### src/rtl/optic_pkg.sv
// Shared constants and one-hot state encodings for the optical link.
// The receiver uses the same state codes.
package optic_pkg;

    localparam logic [7:0] HEADER_BYTE = 8'h01;
    localparam int         BIT_CLKS    = 5;
    localparam int         BIT6_CNT    = 31;

    typedef enum logic [4:0] {
        ST_IDLE   = 5'h01,
        ST_HEADER = 5'h02,
        ST_DATA   = 5'h04,
        ST_VERIFY = 5'h08,
        ST_TAIL   = 5'h10
    } state_e;

endpackage

### src/rtl/optic_tx_if.sv
// Byte-level valid/ready handshake into the optical transmitter.
interface optic_tx_if;

    logic [7:0] tx_data;
    logic       tx_valid;
    logic       tx_ready;

    modport master (
        output tx_data,
        output tx_valid,
        input  tx_ready
    );

    modport slave (
        input  tx_data,
        input  tx_valid,
        output tx_ready
    );

endinterface

### src/rtl/optic_tx_bit_timer.sv
// Clock-per-bit and bit-per-field counters for the serialiser.
module optic_tx_bit_timer #(
    parameter int BIT_CLKS  = 5,
    parameter int TAIL_BITS = 8
) (
    input  logic clk,
    input  logic rst,
    input  logic clr,
    input  logic tail,
    output logic bit_tick,
    output logic last_bit,
    output logic pre_end
);

    localparam int CW = (BIT_CLKS > 1) ? $clog2(BIT_CLKS) : 1;
    localparam int NB = (TAIL_BITS > 8) ? TAIL_BITS : 8;
    localparam int BW = $clog2(NB);

    localparam logic [CW-1:0] CLK_MAX  = CW'(BIT_CLKS - 1);
    localparam logic [CW-1:0] CLK_PRE  = CW'(BIT_CLKS - 2);
    localparam logic [BW-1:0] DATA_MAX = BW'(7);
    localparam logic [BW-1:0] TAIL_MAX = BW'(TAIL_BITS - 1);

    logic [CW-1:0] bit_clk_cnt_q, bit_clk_cnt_d;
    logic [BW-1:0] bit_cnt_q, bit_cnt_d;
    logic [BW-1:0] bit_max;
    logic          at_max;

    assign bit_max  = tail ? TAIL_MAX : DATA_MAX;
    assign at_max   = (bit_cnt_q == bit_max);
    assign bit_tick = (bit_clk_cnt_q == CLK_MAX);
    assign last_bit = bit_tick && at_max;
    // One clock before the field ends; lets the top register frame_done.
    assign pre_end  = at_max && (bit_clk_cnt_q == CLK_PRE);

    always_comb begin
        bit_clk_cnt_d = bit_clk_cnt_q;
        bit_cnt_d     = bit_cnt_q;
        if (clr) begin
            bit_clk_cnt_d = '0;
            bit_cnt_d     = '0;
        end else if (bit_tick) begin
            bit_clk_cnt_d = '0;
            bit_cnt_d     = at_max ? '0 : bit_cnt_q + 1'b1;
        end else begin
            bit_clk_cnt_d = bit_clk_cnt_q + 1'b1;
        end
    end

    always_ff @(posedge clk or posedge rst) begin
        if (rst) begin
            bit_clk_cnt_q <= '0;
            bit_cnt_q     <= '0;
        end else begin
            bit_clk_cnt_q <= bit_clk_cnt_d;
            bit_cnt_q     <= bit_cnt_d;
        end
    end

endmodule

### src/rtl/optic_tx.sv
// Optical-link transmitter: header 8'h01, data byte, complement, high tail.
// Serial NRZ, MSB first, BIT_CLKS clocks per bit, registered line output.
module optic_tx
    import optic_pkg::*;
#(
    parameter int BIT_CLKS    = optic_pkg::BIT_CLKS,
    parameter int TAIL_BITS   = 8,
    parameter bit AUTO_REPEAT = 1'b1
) (
    input  logic       clk_tx,
    input  logic       reset,
    optic_tx_if.slave  tx,
    output logic       phy_txd,
    output logic       tx_busy,
    output logic       frame_done
);

    state_e     state_q, state_d;
    logic [7:0] data_q, data_d;
    logic [7:0] sr_q, sr_d;
    logic       have_q, have_d;
    logic       phy_txd_q, phy_txd_d;
    logic       busy_q, busy_d;
    logic       done_q, done_d;
    logic       ready_q, ready_d;

    logic       clr;
    logic       bit_tick;
    logic       last_bit;
    logic       pre_end;

    optic_tx_bit_timer #(
        .BIT_CLKS  (BIT_CLKS),
        .TAIL_BITS (TAIL_BITS)
    ) u_timer (
        .clk      (clk_tx),
        .rst      (reset),
        .clr      (clr),
        .tail     (state_q == ST_TAIL),
        .bit_tick (bit_tick),
        .last_bit (last_bit),
        .pre_end  (pre_end)
    );

    always_comb begin
        state_d = state_q;
        data_d  = data_q;
        have_d  = have_q;
        done_d  = 1'b0;
        sr_d    = bit_tick ? {sr_q[6:0], 1'b1} : sr_q;

        unique case (state_q)
            ST_IDLE: begin
                if (tx.tx_valid && ready_q) begin
                    data_d  = tx.tx_data;
                    have_d  = 1'b1;
                    state_d = ST_HEADER;
                    sr_d    = HEADER_BYTE;
                end else if (AUTO_REPEAT && have_q) begin
                    state_d = ST_HEADER;
                    sr_d    = HEADER_BYTE;
                end
            end
            ST_HEADER: begin
                if (last_bit) begin
                    state_d = ST_DATA;
                    sr_d    = data_q;
                end
            end
            ST_DATA: begin
                if (last_bit) begin
                    state_d = ST_VERIFY;
                    sr_d    = ~data_q;
                end
            end
            ST_VERIFY: begin
                if (last_bit) begin
                    state_d = ST_TAIL;
                end
            end
            ST_TAIL: begin
                done_d = pre_end;
                if (last_bit) begin
                    state_d = ST_IDLE;
                end
            end
            default: begin
                state_d = ST_IDLE;
            end
        endcase

        // Outputs are precomputed from the next state so they line up with it.
        phy_txd_d = 1'b1;
        if (state_d == ST_HEADER || state_d == ST_DATA
            || state_d == ST_VERIFY) begin
            phy_txd_d = sr_d[7];
        end
        busy_d  = (state_d != ST_IDLE);
        ready_d = (state_d == ST_IDLE);
    end

    assign clr = (state_d != state_q) || (state_q == ST_IDLE);

    always_ff @(posedge clk_tx or posedge reset) begin
        if (reset) begin
            state_q   <= ST_IDLE;
            data_q    <= 8'h00;
            sr_q      <= 8'h00;
            have_q    <= 1'b0;
            phy_txd_q <= 1'b1;
            busy_q    <= 1'b0;
            done_q    <= 1'b0;
            ready_q   <= 1'b1;
        end else begin
            state_q   <= state_d;
            data_q    <= data_d;
            sr_q      <= sr_d;
            have_q    <= have_d;
            phy_txd_q <= phy_txd_d;
            busy_q    <= busy_d;
            done_q    <= done_d;
            ready_q   <= ready_d;
        end
    end

    assign phy_txd     = phy_txd_q;
    assign tx_busy     = busy_q;
    assign frame_done  = done_q;
    assign tx.tx_ready = ready_q;

endmodule

### src/flat_wrapper.sv
// flat-port wrapper written by rule: the top's interface ports become plain ports
module optic_tx_flat import optic_pkg::*;
#(
    parameter int BIT_CLKS    = optic_pkg::BIT_CLKS,
    parameter int TAIL_BITS   = 8,
    parameter bit AUTO_REPEAT = 1'b1
)
  (clk_tx, reset, phy_txd, tx_busy, frame_done, tx_tx_data, tx_tx_valid, tx_tx_ready);
  optic_tx_if tx_i ();
  input  logic clk_tx;
  input  logic reset;
  output logic phy_txd;
  output logic tx_busy;
  output logic frame_done;
  input wire logic [$bits(tx_i.tx_data)-1:0] tx_tx_data;
  input wire logic [$bits(tx_i.tx_valid)-1:0] tx_tx_valid;
  output wire logic [$bits(tx_i.tx_ready)-1:0] tx_tx_ready;
  assign tx_i.tx_data = tx_tx_data;
  assign tx_i.tx_valid = tx_tx_valid;
  assign tx_tx_ready = tx_i.tx_ready;
  optic_tx #(.BIT_CLKS(BIT_CLKS), .TAIL_BITS(TAIL_BITS), .AUTO_REPEAT(AUTO_REPEAT)) u_core (.clk_tx(clk_tx), .reset(reset), .tx(tx_i), .phy_txd(phy_txd), .tx_busy(tx_busy), .frame_done(frame_done));
endmodule
### config.mk
export PLATFORM = sky130hd
export DESIGN_NAME = optic_tx_flat
export DESIGN_NICKNAME = d
export VERILOG_FILES = /design/src/rtl/optic_pkg.sv /design/src/rtl/optic_tx_if.sv /design/src/rtl/optic_tx_bit_timer.sv /design/src/rtl/optic_tx.sv /design/src/flat_wrapper.sv
export SDC_FILE = /design/constraint.sdc
export NUM_CORES = 1
export LEC_CHECK = 0
export CAP_MARGIN = 20
export CORE_MARGIN = 10
export CORE_UTILIZATION = 50
export CTS_CLUSTER_DIAMETER = 40
export CTS_CLUSTER_SIZE = 14
export DETAILED_ROUTE_END_ITERATION = 10
export HOLD_SLACK_MARGIN = 0.08
export PLACE_DENSITY = 0.71
export SYNTH_ARGS = -nofsm -noshare
export SYNTH_HDL_FRONTEND = slang
export SYNTH_SLANG_ARGS = --single-unit
### constraint.sdc
create_clock -name clk_tx -period 3.4 [get_ports clk_tx]
set_input_delay 0.68 -clock clk_tx [delete_from_list [all_inputs] [get_ports clk_tx]]
set_output_delay 0.68 -clock clk_tx [all_outputs]
set_load 0.02 [all_outputs]
Yosys cells after proc, flatten, opt, wreduce, memory -nomap -nowiden
Cells that the tools add are included.
{ "classes": {"add_sub_neg": 2, "eq_ne": 14, "mux": 20, "bitwise": 1, "n_reduce_logical": 8} }
{ "op_table": {"columns": ["op", "count"], "rows": [
  ["$mux 8", 5],
  ["$mux 5", 6],
  ["$pmux 5 s5", 1],
  ["$pmux 8 s3", 1],
  ["$mux 3", 5],
  ["$eq 5x1->1 const B", 2],
  ["$eq 5x2->1 const B", 2],
  ["$eq 5x3->1 const B", 2],
  ["$eq 5x4->1 const B", 2],
  ["$not 8->8", 1],
  ["$add 3x1->3 const B", 2],
  ["$eq 3x3->1 const B", 2],
  ["$eq 5x5->1 const B", 1],
  ["$ne 5x1->1 const B", 1],
  ["$ne 5x5->1", 1],
  ["$eq 3x2->1 const B", 1],
  ["$logic_and 1x1->1", 3],
  ["$logic_or 1x1->1", 3],
  ["$mux 1", 2],
  ["$reduce_and 2->1", 1],
  ["$reduce_bool 2->1", 1]
]} }
{ "word_totals": {"regBits": 32, "input_bits": 11, "output_inout_bits": 4, "word_cells": 55} }

Longest topological paths before layout
Gate-level depths: netlist (run 1).
{ "depth": {"ltp_word": 8, "mapped_depth": 7, "ltp_nobuf": 6} }

Modules after synthesis
A second synthesis (run 1) with hierarchy kept.
{ "hier_totals": {"cells_unflattened": 157, "area_unflattened_um2": 1692.9} }
{ "by_module_without_submodules": {"columns": ["module", "instances", "cells_per_inst", "area_each_um2", "seq_area_each_um2"], "rows": [
  ["optic_tx", 1, 126, 1348.8, 654.4],
  ["optic_tx_bit_timer", 1, 31, 344.1, 150.1]
]} }

Worst setup path after synthesis (run 1)
No wires, ideal clock.
{ "synth_path": {"kind": "flip-flop to flip-flop", "start": "register u_core.u_timer.bit_cnt_q[0]", "end": "register u_core.phy_txd_q, in the netlist u_core.phy_txd", "setup_time_ps": 94, "t_arrival_ps": 1572, "t_required_ps": 3306, "slack_ps": 1734, "path_stages_with_launch": 8, "path_cell_list": "dfrtp_1 -> ha_1 -> ha_1 -> nand3_1 -> clkbuf_1 -> a21oi_1 -> o21ai_0 -> o221ai_1"} }
{ "synth_via": {"elab_chain_len": 8, "elab_cells_between_ends": 16, "classes_between": "eq/ne: 4; mux: 9; reduce/logical: 3"} }
{ "synth_rtl": {"columns": ["item", "line_no", "rtl"], "rows": [
  ["start, declared", "optic_tx_bit_timer.sv:25", "logic [BW-1:0] bit_cnt_q, bit_cnt_d;"],
  ["start signal, assigned", "optic_tx_bit_timer.sv:56", "bit_cnt_q <= bit_cnt_d;"],
  ["$eq 3x3->1 (*)", "optic_tx_bit_timer.sv:30", "assign at_max = (bit_cnt_q == bit_max);"],
  ["$logic_and 1x1->1 (*)", "optic_tx_bit_timer.sv:32", "assign last_bit = bit_tick && at_max;"],
  ["$mux 5, on equally long branches", null, null],
  ["$pmux 5 s5", "optic_tx.sv:52", "unique case (state_q)"],
  ["$eq 5x2->1 / $eq 5x3->1 (equally long branches)", "optic_tx.sv:94", "if (state_d == ST_HEADER || state_d == ST_DATA"],
  ["$logic_or 1x1->1", "optic_tx.sv:94", null],
  ["$logic_or 1x1->1", "optic_tx.sv:95", "|| state_d == ST_VERIFY) begin"],
  ["$mux 1 (*)", "optic_tx.sv:94", null],
  ["named net u_core.phy_txd_d", "optic_tx.sv:22", "logic phy_txd_q, phy_txd_d;"],
  ["end signal, assigned", "optic_tx.sv:119", "phy_txd_q <= phy_txd_d;"],
  ["end, declared", "optic_tx.sv:22", null]
]} }
The timed path passes the listed nets; every way through them passes the cells marked *.
A chain may end at the register's enable or synchronous reset.

Final worst setup path (run 1)
{ "layout_path": {"start": "register u_core.ready_q, in the netlist u_core.tx.tx_ready", "end": "output tx_tx_ready"} }
{ "layout_lines": {"columns": ["item", "line_no", "rtl"], "rows": [
  ["start, declared", "optic_tx.sv:25", "logic ready_q, ready_d;"],
  ["start signal, assigned", "optic_tx.sv:122", "ready_q <= ready_d;"],
  ["end, declared", "flat_wrapper.sv:17", "output wire logic [$bits(tx_i.tx_ready)-1:0] tx_tx_ready;"]
]} }
No word-level cell between the ends.

==> flow_summary.ini, run 1 <==
[synth]
syn_avg_cell_area_um2 = 10.4
yosys_most_used_dff = sky130_fd_sc_hd__dfrtp_1
netlist.top_cell.by_area = sky130_fd_sc_hd__dfrtp_1
synthesis.instances = 163
synth_async_sr_flop_share_pct = 100
synthDistinctLibCells = 37
nets_in_the_synthesized_netlist = 179
yosys-top-cells-area = sky130_fd_sc_hd__dfrtp_1 43%, sky130_fd_sc_hd__mux2i_1 8.2%, sky130_fd_sc_hd__mux2_2 5.3%, sky130_fd_sc_hd__dfstp_2 4.6%, sky130_fd_sc_hd__ha_1 3.7%
syn_area_um2 = 1700
synth.ff_latch_count = 32
ys_seq_area_share_pct = 47.3
yosys_warnings = 0
synth_edf_count = 0
synthDominantCellAreaShare_pct = 42.6

[timing]
timing.final.setup_violations = 0
setup_slack_of_the_critical_path_after_layout_ns = 1.24
fin_skew_ns = 0.00863
finalMaxSlewViolations = 0
timing.slew.headroom_pct = 63.6
maxClockFrequency_mhz = 463
setup_total_negative_slack_ns = 0
finalWorstPathRequiredPeriod_ns = 2.16
fin_worst_hold_slack_ns = 0.484
rsz0062_at_grt = no
layout_worst_path_cycle_share_pct = 63.5
final_hold_viol_count = 0
worstMarginPinSlew_ns = 0.545

[pwr]
netSwitchingPower_uw = 129
switching_share_pct = 20.7
worst_ir_drop_vdd_uv = 260
comb_power_share_pct = 3.1
pwr-share-seq_pct = 61.2
leakage_nw = 0.881
power_per_cell_area_nw_per_um2 = 324
power.internal_uw = 493
power_frac_clock_pct = 35.7

[job]
cap_viol_max_count = 0

[layout]
multiInputGateArea_um2 = 830
layout-drive-gt1-share_pct = 12.5
post_route_non_filler_standard_cell_count = 222
insertedDiodeCount = 0
layout.area.seq_um2 = 805
fillCellCount = 299
synthToLayoutAreaGrowth_pct = 12.6
final_net_count = 191

[worst_setup_path]
path_depth = 1
cp.arrival_ns = 1.48
timing.critical_path.required_ns = 2.72
minimum_setup_slack_among_reg_to_reg_paths_ns = 1.30
critPathCapture = tx_tx_ready
slowest_delay_ns = 0.61
r2r.worst_path.cells = 5
worst_setup_start_kind = flop
timing.setup.critical_path_class = flop to output pin
worstReg2RegEnd = u_core.sr_q[1]$_DFF_PP0_
path_max_fanout = 3
worstReg2RegStart = u_core.u_timer.bit_cnt_q[0]$_DFFE_PP0P_
crit_path_cell_trace = clkdlybuf4s50_1
startpoint = u_core.tx.tx_ready$_DFF_PP1_
worstPathBufferInverterCount = 1
worst_setup_path_end_kind = output pin
critical_path.top_delay_family = buffers and inverters
critPathSlowestCell = sky130_fd_sc_hd__clkdlybuf4s50_1

[placed_design]
dpl.hpwl_um = 2460
place.detailed.instances = 214
detailedPlace.worstSlack_ns = 1.33
gp_congestion = 0.853
port_buffers = 14

[route]
post-route-drc-count = 0
drt.antenna.violating_nets = 0
detail_route.wirelength_um = 3360
number_of_optimization_iterations_in_the_first_detailed_route_pass = 5
routed_wire_length_per_instance_um = 15.1
num_vias = 1281
initialDrtViolationCount = 63
viasPerCell = 5.77

[clock_network]
cts_sinks = 32
cts_resized = 0
insertion_delay_ns = 0.33
ctsLongestPathBuffers = 2
cts_tree = done
postCtsHoldBufs = 0
cts.reportedPaths.clkPinSlew_ns = 0.08
cts.root.buffer_cell = sky130_fd_sc_hd__clkbuf_4
post_cts.repair.setup_buffers = 0
numCtsBuffers = 5
ctsHtreeMaxLevel = 2

[floorplan]
core_um2 = 3310
io-pin-count = 15
start_util_pct = 51.4
chipHeight_um = 78.3
floorplan.die_area_um2 = 6140
chipWidth_um = 78.3
total_number_of_placement_rows = 21

[global_routing]
first_pass_grt_wire_length_um = 6020
gr-usage-all-layers_pct = 11.8
maximum_number_of_pins_on_one_net_before_global_route_repair = 33
grt_antenna_before_repair = 0
gr-total-overflow = 0
via_count_of_the_first_global_routing_pass = 1351

[outcome]
outcome = completed

[hold_path]
worst_hold_startpoint = u_core.have_q$_DFFE_PP0P_
hold_class = flop to flop
-- power by group through the flow --
stage	Combinational, mW	Clock [mW]	Sequential, mW
after floorplan	0.00567	0	0.388
after global placement	0.0197	0	0.388
after detailed placement	0.0203	0	0.388
after CTS	0.0203	0.229	0.380
after global routing	0.0216	0.248	0.381
final	0.0195	0.222	0.380
-- state kept, by name, summed over array words and instances (netlist names) --
signal,flops
u_core.data_q,8
u_core.sr_q,8
u_core.state_q,5
u_core.u_timer.bit_clk_cnt_q,3
u_core.u_timer.bit_cnt_q,3
u_core.frame_done,1
u_core.have_q,1
u_core.phy_txd,1
u_core.tx.tx_ready,1
u_core.tx_busy,1
-- logic make-up after synthesis --
family | Yosys count | synth area share (%)
compound gates | 32 | 11.3
buf+inv | 15 | 3.97
fa+ha+maj | 5 | 3.68
simple gates | 56 | 19.7
xor+xnor | 1 | 0.515
mux | 22 | 13.5
flops | 32 | 47.3
-- layout by cell type (no fill, tap or decap), drive strengths merged, types with 3 or more instances in the layout --
cell,count
mux2,8
dfrtp,29
o22ai,7
a21o,4
nor2b,3
o21ai,6
ha,5
and3,3
nor4,3
inv,5
nor3,8
dfstp,3
a21oi,10
clkbuf,8
mux2i,14
nor2,7
clkdlybuf4s50,14
nand3,5
nand4b,3
nand3b,3
nand2,9
nor3b,3
-- how the worst min path moves through the flow --
stage                                end  slack (ns)  cells past startpoint
2_1_floorplan  u_core.have_q$_DFFE_PP0P_        0.44                      1
6_report       u_core.have_q$_DFFE_PP0P_        0.48                      1
4_1_cts        u_core.have_q$_DFFE_PP0P_        0.49                      1
3_3_place_gp   u_core.have_q$_DFFE_PP0P_        0.45                      1
5_1_grt        u_core.have_q$_DFFE_PP0P_        0.50                      1
3_5_place_dp   u_core.have_q$_DFFE_PP0P_        0.47                      1
-- per-layer routing --
| layer | vias to the layer above | share of wire [%] | wire length, um | GRT usage, % |
|---|---|---|---|---|
| met3 | 6 | 6.7 | 226 | 3.30 |
| met4 | 0 | 1.7 | 57 | 5.38 |
| met2 | 45 | 48 | 1600 | 19.7 |
| met5 | - | 0 | 0 | 0 |
| met1 | 619 | 44 | 1470 | 13.8 |
| li1 | 611 | - | - | - |
-- layout make-up --
cell class / instances / area share (%)
Inverter: 5 / 0.979
Timing Repair Buffer: 15 / 7.70
Sequential cell: 32 / 42.0
Multi-Input combinational cell: 116 / 43.3
Clock buffer: 8 / 3.07
Tap cell: 46 / 3.00
-- Yosys cell counts (all sizes together), types with 2 or more instances --
| cell | count |
|---|---|
| nand3 | 5 |
| dfstp | 3 |
| nor2b | 3 |
| nor3 | 8 |
| dfrtp | 29 |
| nand2 | 9 |
| ha | 5 |
| nand3b | 3 |
| mux2i | 14 |
| nand4b | 3 |
| and2 | 2 |
| and3 | 3 |
| a31oi | 2 |
| nor3b | 3 |
| a21o | 4 |
| inv | 5 |
| nor4 | 3 |
| or3 | 2 |
| buf | 4 |
| mux2 | 8 |
| nand2b | 2 |
| nor2 | 7 |
| o21ai | 6 |
| o22ai | 7 |
| a21oi | 10 |
| and2b | 2 |
| clkbuf | 6 |
-- metrics by stage --
step / cell area [um2] / power [mW] / utilization, %
final: 1920 / 0.622 / 57.9
after global routing: 1920 / 0.650 / 57.9
after CTS: 1920 / 0.630 / 57.9
after detailed placement: 1860 / 0.408 / 56.1
after global placement: 1860 / 0.408 / 56.1
after floorplan: 1700 / 0.394 / -
Note: power is estimated with default switching activity, not from simulation.
==> run 2: changes to the inputs <==
==> constraint.sdc (replaced) <==
create_clock -name clk_tx -period 2 [get_ports clk_tx]
set_input_delay 0.4 -clock clk_tx [delete_from_list [all_inputs] [get_ports clk_tx]]
set_output_delay 0.4 -clock clk_tx [all_outputs]
set_load 0.02 [all_outputs]
==> flow_summary.ini, run 2 (synthesis results as in run 1) <==
[layout]
layout.area.seq_um2 = 805
top_regs = u_core.data_q (8), u_core.sr_q (8), u_core.state_q (5)
layout.cells.most_common_list = 29 x sky130_fd_sc_hd__dfrtp_1, 14 x sky130_fd_sc_hd__mux2i_1, 14 x sky130_fd_sc_hd__clkdlybuf4s50_1
layout-drive-gt1-share_pct = 15.6
layout.cells.most_common = sky130_fd_sc_hd__dfrtp_1
multiInputGateArea_um2 = 830
insertedDiodeCount = 0
final_net_count = 195
synthToLayoutAreaGrowth_pct = 16.5
fillCellCount = 288
post_route_non_filler_standard_cell_count = 226

[timing]
final_hold_viol_count = 0
layout_worst_path_cycle_share_pct = 94.5
setup_total_negative_slack_ns = 0
worstMarginPinSlew_ns = 0.547
timing.slew.headroom_pct = 63.4
rsz0062_at_grt = no
timing.final.setup_violations = 0
maxClockFrequency_mhz = 529
finalMaxSlewViolations = 0
finalWorstPathRequiredPeriod_ns = 1.89
fin_skew_ns = 0.00645

[route]
initialDrtViolationCount = 106
num_vias = 1283
drt.antenna.violating_nets = 0
viasPerCell = 5.68
routed_wire_length_per_instance_um = 15.1
detail_route.wirelength_um = 3410
post-route-drc-count = 0
number_of_optimization_iterations_in_the_first_detailed_route_pass = 4

[placed_design]
place.detailed.instances = 218
gp_congestion = 0.906
port_buffers = 14
dpl.hpwl_um = 2470

[clock_network]
cts.reportedPaths.clkPinSlew_ns = 0.10
ctsHtreeMaxLevel = 2
cts_tree = done
insertion_delay_ns = 0.33
post_cts.repair.setup_buffers = 0
cts_resized = 0
numCtsBuffers = 5
cts.root.buffer_cell = sky130_fd_sc_hd__clkbuf_4
postCtsHoldBufs = 0
cts_sinks = 32
ctsLongestPathBuffers = 2

[global_routing]
gr-total-overflow = 0
via_count_of_the_first_global_routing_pass = 1302
gr-usage-all-layers_pct = 11.9
first_pass_grt_wire_length_um = 5970
grt_antenna_before_repair = 0
maximum_number_of_pins_on_one_net_before_global_route_repair = 33

[floorplan]
floorplan.die_area_um2 = 6140
chipWidth_um = 78.3
start_util_pct = 51.4
chipHeight_um = 78.3
io-pin-count = 15
total_number_of_placement_rows = 21
core_um2 = 3310

[worst_setup_path]
critical_path.top_delay_family = buffers and inverters
crit_path_cell_trace = clkdlybuf4s50_1
critPathSlowestCell = sky130_fd_sc_hd__clkdlybuf4s50_1
worst_setup_start_kind = flop
worstPathBufferInverterCount = 1
r2r.worst_path.cells = 6
timing.setup.critical_path_class = flop to output pin
path_depth = 1
cp.arrival_ns = 1.49
timing.critical_path.required_ns = 1.60
slowest_delay_ns = 0.60
worst_setup_path_end_kind = output pin
path_max_fanout = 3

[outcome]
outcome = completed

[job]
cap_viol_max_count = 0

[pwr]
power_per_cell_area_nw_per_um2 = 622
leakage_nw = 0.917
worst_ir_drop_vdd_uv = 681

[hold_path]
hold_class = input port to asynchronous set/reset pin
-- run 2: cell types whose count changed in the layout (fill, tap and decap cells not counted) --
cell / before / now
sky130_fd_sc_hd__clkbuf_8: 1 / 2
sky130_fd_sc_hd__buf_4: 1 / 5
sky130_fd_sc_hd__bufinv_16: 0 / 1
sky130_fd_sc_hd__clkbuf_1: 2 / 0
-- run 2: layout make-up --
class	instances	share of cell area [%]
timing repair buffer	19	8.96
inverter	5	0.946
tap	46	2.90
clock buffer	7	3.28
clock inverter	1	1.51
multi-input combinational	116	41.8
sequential	32	40.6
-- run 2: power breakdown --
part           internal, mW  leakage, nW  switching, mW  total (mW)
logic                0.0184        0.453         0.0147      0.0330
registers             0.647        0.412              0       0.647
clock network         0.332       0.0515          0.222       0.553
-- run 2: stage by stage --
stage	utilization, %	area, um2	power [mW]	hold slack (ns)	worst slack, ns
6_report	59.9	1980	1.23	0.438	0.110
5_1_grt	59.9	1980	1.29	0.447	0.0220
3_3_place_gp	57.0	1890	0.693	0.454	0.247
3_5_place_dp	57.0	1890	0.694	0.470	0.184
2_1_floorplan	-	1700	0.669	0.442	0.334
4_1_cts	59.9	1980	1.25	0.451	0.0879
-- run 2: metal layers --
layer / GRT usage [%] / up-vias / part of all wire, % / wire, um
li1: - / 626 / - / -
met1: 14.4 / 624 / 44 / 1490
met5: 0 / - / 0 / 0
met2: 18.9 / 27 / 49 / 1670
met4: 4.30 / 0 / 1.5 / 51
met3: 4.56 / 6 / 5.7 / 194
-- run 2: final timing paths --
check | startpoint | end | slack, ns
max reg2reg | u_core.u_timer.bit_cnt_q[0]$_DFFE_PP0P_ | u_core.state_q[4]$_DFF_PP0_ | 0.23
max in group asynchronous | reset | u_core.tx.tx_ready$_DFF_PP1_ | 1.24
max | u_core.tx.tx_ready$_DFF_PP1_ | tx_tx_ready | 0.11
min | reset | u_core.sr_q[3]$_DFF_PP0_ | 0.44
min in group clk_tx | u_core.u_timer.bit_clk_cnt_q[0]$_DFF_PP0_ | u_core.u_timer.bit_clk_cnt_q[0]$_DFF_PP0_ | 0.48
min reg2reg | u_core.u_timer.bit_clk_cnt_q[0]$_DFF_PP0_ | u_core.u_timer.bit_clk_cnt_q[0]$_DFF_PP0_ | 0.48
==> run 3: changes to the inputs <==
--- a/config.mk
+++ b/config.mk
@@ -9,10 +9,9 @@
 export CORE_MARGIN = 10
 export CORE_UTILIZATION = 50
 export CTS_CLUSTER_DIAMETER = 40
-export CTS_CLUSTER_SIZE = 14
 export DETAILED_ROUTE_END_ITERATION = 10
+export DONT_BUFFER_PORTS = 1
 export HOLD_SLACK_MARGIN = 0.08
-export PLACE_DENSITY = 0.71
 export SYNTH_ARGS = -nofsm -noshare
 export SYNTH_HDL_FRONTEND = slang
 export SYNTH_SLANG_ARGS = --single-unit
==> flow_summary.ini, run 3 (synthesis results as in run 1) <==
[clock_network]
ctsHtreeMaxLevel = 2
post_cts.repair.setup_buffers = 0
cts_sinks = 32
cts_resized = 0
numCtsBuffers = 5
cts.reportedPaths.clkPinSlew_ns = 0.11
ctsLongestPathBuffers = 2
cts.root.buffer_cell = sky130_fd_sc_hd__clkbuf_4
insertion_delay_ns = 0.34
cts_tree = done

[worst_setup_path]
minimum_setup_slack_among_reg_to_reg_paths_ns = 0.16
startpoint = u_core.u_timer.bit_cnt_q[0]$_DFFE_PP0P_
path_max_fanout = 7
worst_setup_path_end_kind = flop
r2r.worst_path.cells = 5
worst_setup_start_kind = flop
cp.arrival_ns = 2.06
timing.critical_path.required_ns = 2.21
worstReg2RegStart = u_core.u_timer.bit_cnt_q[0]$_DFFE_PP0P_
worstReg2RegEnd = u_core.sr_q[5]$_DFF_PP0_
critPathCapture = u_core.sr_q[5]$_DFF_PP0_
timing.setup.critical_path_class = flop to flop

[layout]
top_regs = u_core.data_q (8), u_core.sr_q (8), u_core.state_q (5)
insertedDiodeCount = 0
layout.cells.most_common_list = 29 x sky130_fd_sc_hd__dfrtp_1, 14 x sky130_fd_sc_hd__mux2i_1, 10 x sky130_fd_sc_hd__a21oi_1
final_net_count = 183
fillCellCount = 321
utilization_pct = 55.6
layout-drive-gt1-share_pct = 16.7
synthToLayoutAreaGrowth_pct = 8.24
layout.cells.most_common = sky130_fd_sc_hd__dfrtp_1

[outcome]
outcome = completed

[job]
cap_viol_max_count = 0

[floorplan]
chipWidth_um = 78.3
io-pin-count = 15
start_util_pct = 51.4
total_number_of_placement_rows = 21
core_um2 = 3310
floorplan.die_area_um2 = 6140
chipHeight_um = 78.3

[timing]
worstMarginPinSlew_ns = 0.586
rsz0062_at_grt = no
fin_worst_hold_slack_ns = 0.221
final_hold_viol_count = 0
timing.final.setup_violations = 0
maxClockFrequency_mhz = 542
fin_skew_ns = 0.0161
finalMaxSlewViolations = 0
layout_worst_path_cycle_share_pct = 92.2
setup_total_negative_slack_ns = 0
finalWorstPathRequiredPeriod_ns = 1.84
setup_slack_of_the_critical_path_after_layout_ns = 0.156
timing.slew.headroom_pct = 60.8

[pwr]
leakage_nw = 0.865
worst_ir_drop_vdd_uv = 353
power_per_cell_area_nw_per_um2 = 622

[route]
routed_wire_length_per_instance_um = 15.8
detail_route.wirelength_um = 3380
initialDrtViolationCount = 60
drt.antenna.violating_nets = 0
num_vias = 1196
number_of_optimization_iterations_in_the_first_detailed_route_pass = 4
post-route-drc-count = 0
viasPerCell = 5.59

[global_routing]
gr-total-overflow = 0
gr-usage-all-layers_pct = 11.5
maximum_number_of_pins_on_one_net_before_global_route_repair = 33
first_pass_grt_wire_length_um = 5690
via_count_of_the_first_global_routing_pass = 1202
grt_antenna_before_repair = 0

[placed_design]
detailedPlace.worstSlack_ns = 0.197
dpl.hpwl_um = 2400
port_buffers = 0
gp_congestion = 0.872

[hold_path]
hold_class = input port to flop
min_delay_path_depth = 1
-- run 3: routing by layer --
| layer | part of all wire [%] | routed length [um] | track usage, % |
|---|---|---|---|
| met5 | 0 | 0 | 0 |
| met4 | 0.92 | 31 | 3.76 |
| met3 | 7.0 | 235 | 5.58 |
| met2 | 44 | 1500 | 17.1 |
| met1 | 48 | 1620 | 14.3 |
-- run 3: critical path: stages (launching register included) --
cell                      delay [ns]
sky130_fd_sc_hd__dfrtp_1        0.39
sky130_fd_sc_hd__ha_1           0.17
sky130_fd_sc_hd__ha_1           0.26
sky130_fd_sc_hd__nand3_1        0.27
sky130_fd_sc_hd__o21ai_1        0.46
sky130_fd_sc_hd__o22ai_1        0.17
-- run 3: what timing repair did --
item	in CTS	in global routing
endpoints found under the setup margin	0	0
hold buffers	1	0
endpoints found under the hold margin	29	0
-- run 3: worst min-delay path by stage --
stage / slack (ns) / start / end
floorplan: 0.44 / u_core.have_q$_DFFE_PP0P_ / u_core.have_q$_DFFE_PP0P_
CTS: 0.20 / tx_tx_data[5] / u_core.data_q[5]$_DFFE_PP0P_
detailed placement: 0.40 / reset / u_core.u_timer.bit_clk_cnt_q[2]$_DFF_PP0_
global placement: 0.40 / reset / u_core.u_timer.bit_cnt_q[1]$_DFFE_PP0P_
finish: 0.22 / tx_tx_data[6] / u_core.data_q[6]$_DFFE_PP0P_
global route: 0.19 / tx_tx_data[7] / u_core.data_q[7]$_DFFE_PP0P_
-- run 3: layout make-up --
| type | count | area [um2] | share of cell area, % |
|---|---|---|---|
| clock inverter | 2 | 35.0 | 1.90 |
| clock buffer | 6 | 41.3 | 2.24 |
| sequential | 32 | 805 | 43.7 |
| tap | 46 | 57.6 | 3.12 |
| timing repair buffer | 7 | 55.1 | 2.99 |
| multi-input combinational | 116 | 830 | 45.0 |
| inverter | 5 | 18.8 | 1.02 |
-- run 3: metrics by stage --
step | instance area, um2 | total power, mW | std cells
2_1_floorplan | 1700 | 0.669 | 163
3_3_place_gp | 1760 | 0.674 | 205
3_5_place_dp | 1760 | 0.674 | 205
4_1_cts | 1840 | 1.16 | 214
5_1_grt | 1840 | 1.19 | 214
6_report | 1840 | 1.15 | 214
-- run 3: report_power, final --
group          switching (mW)  internal [mW]
combinational          0.0122        0.00288
sequential                  0          0.647
clock                   0.222          0.262
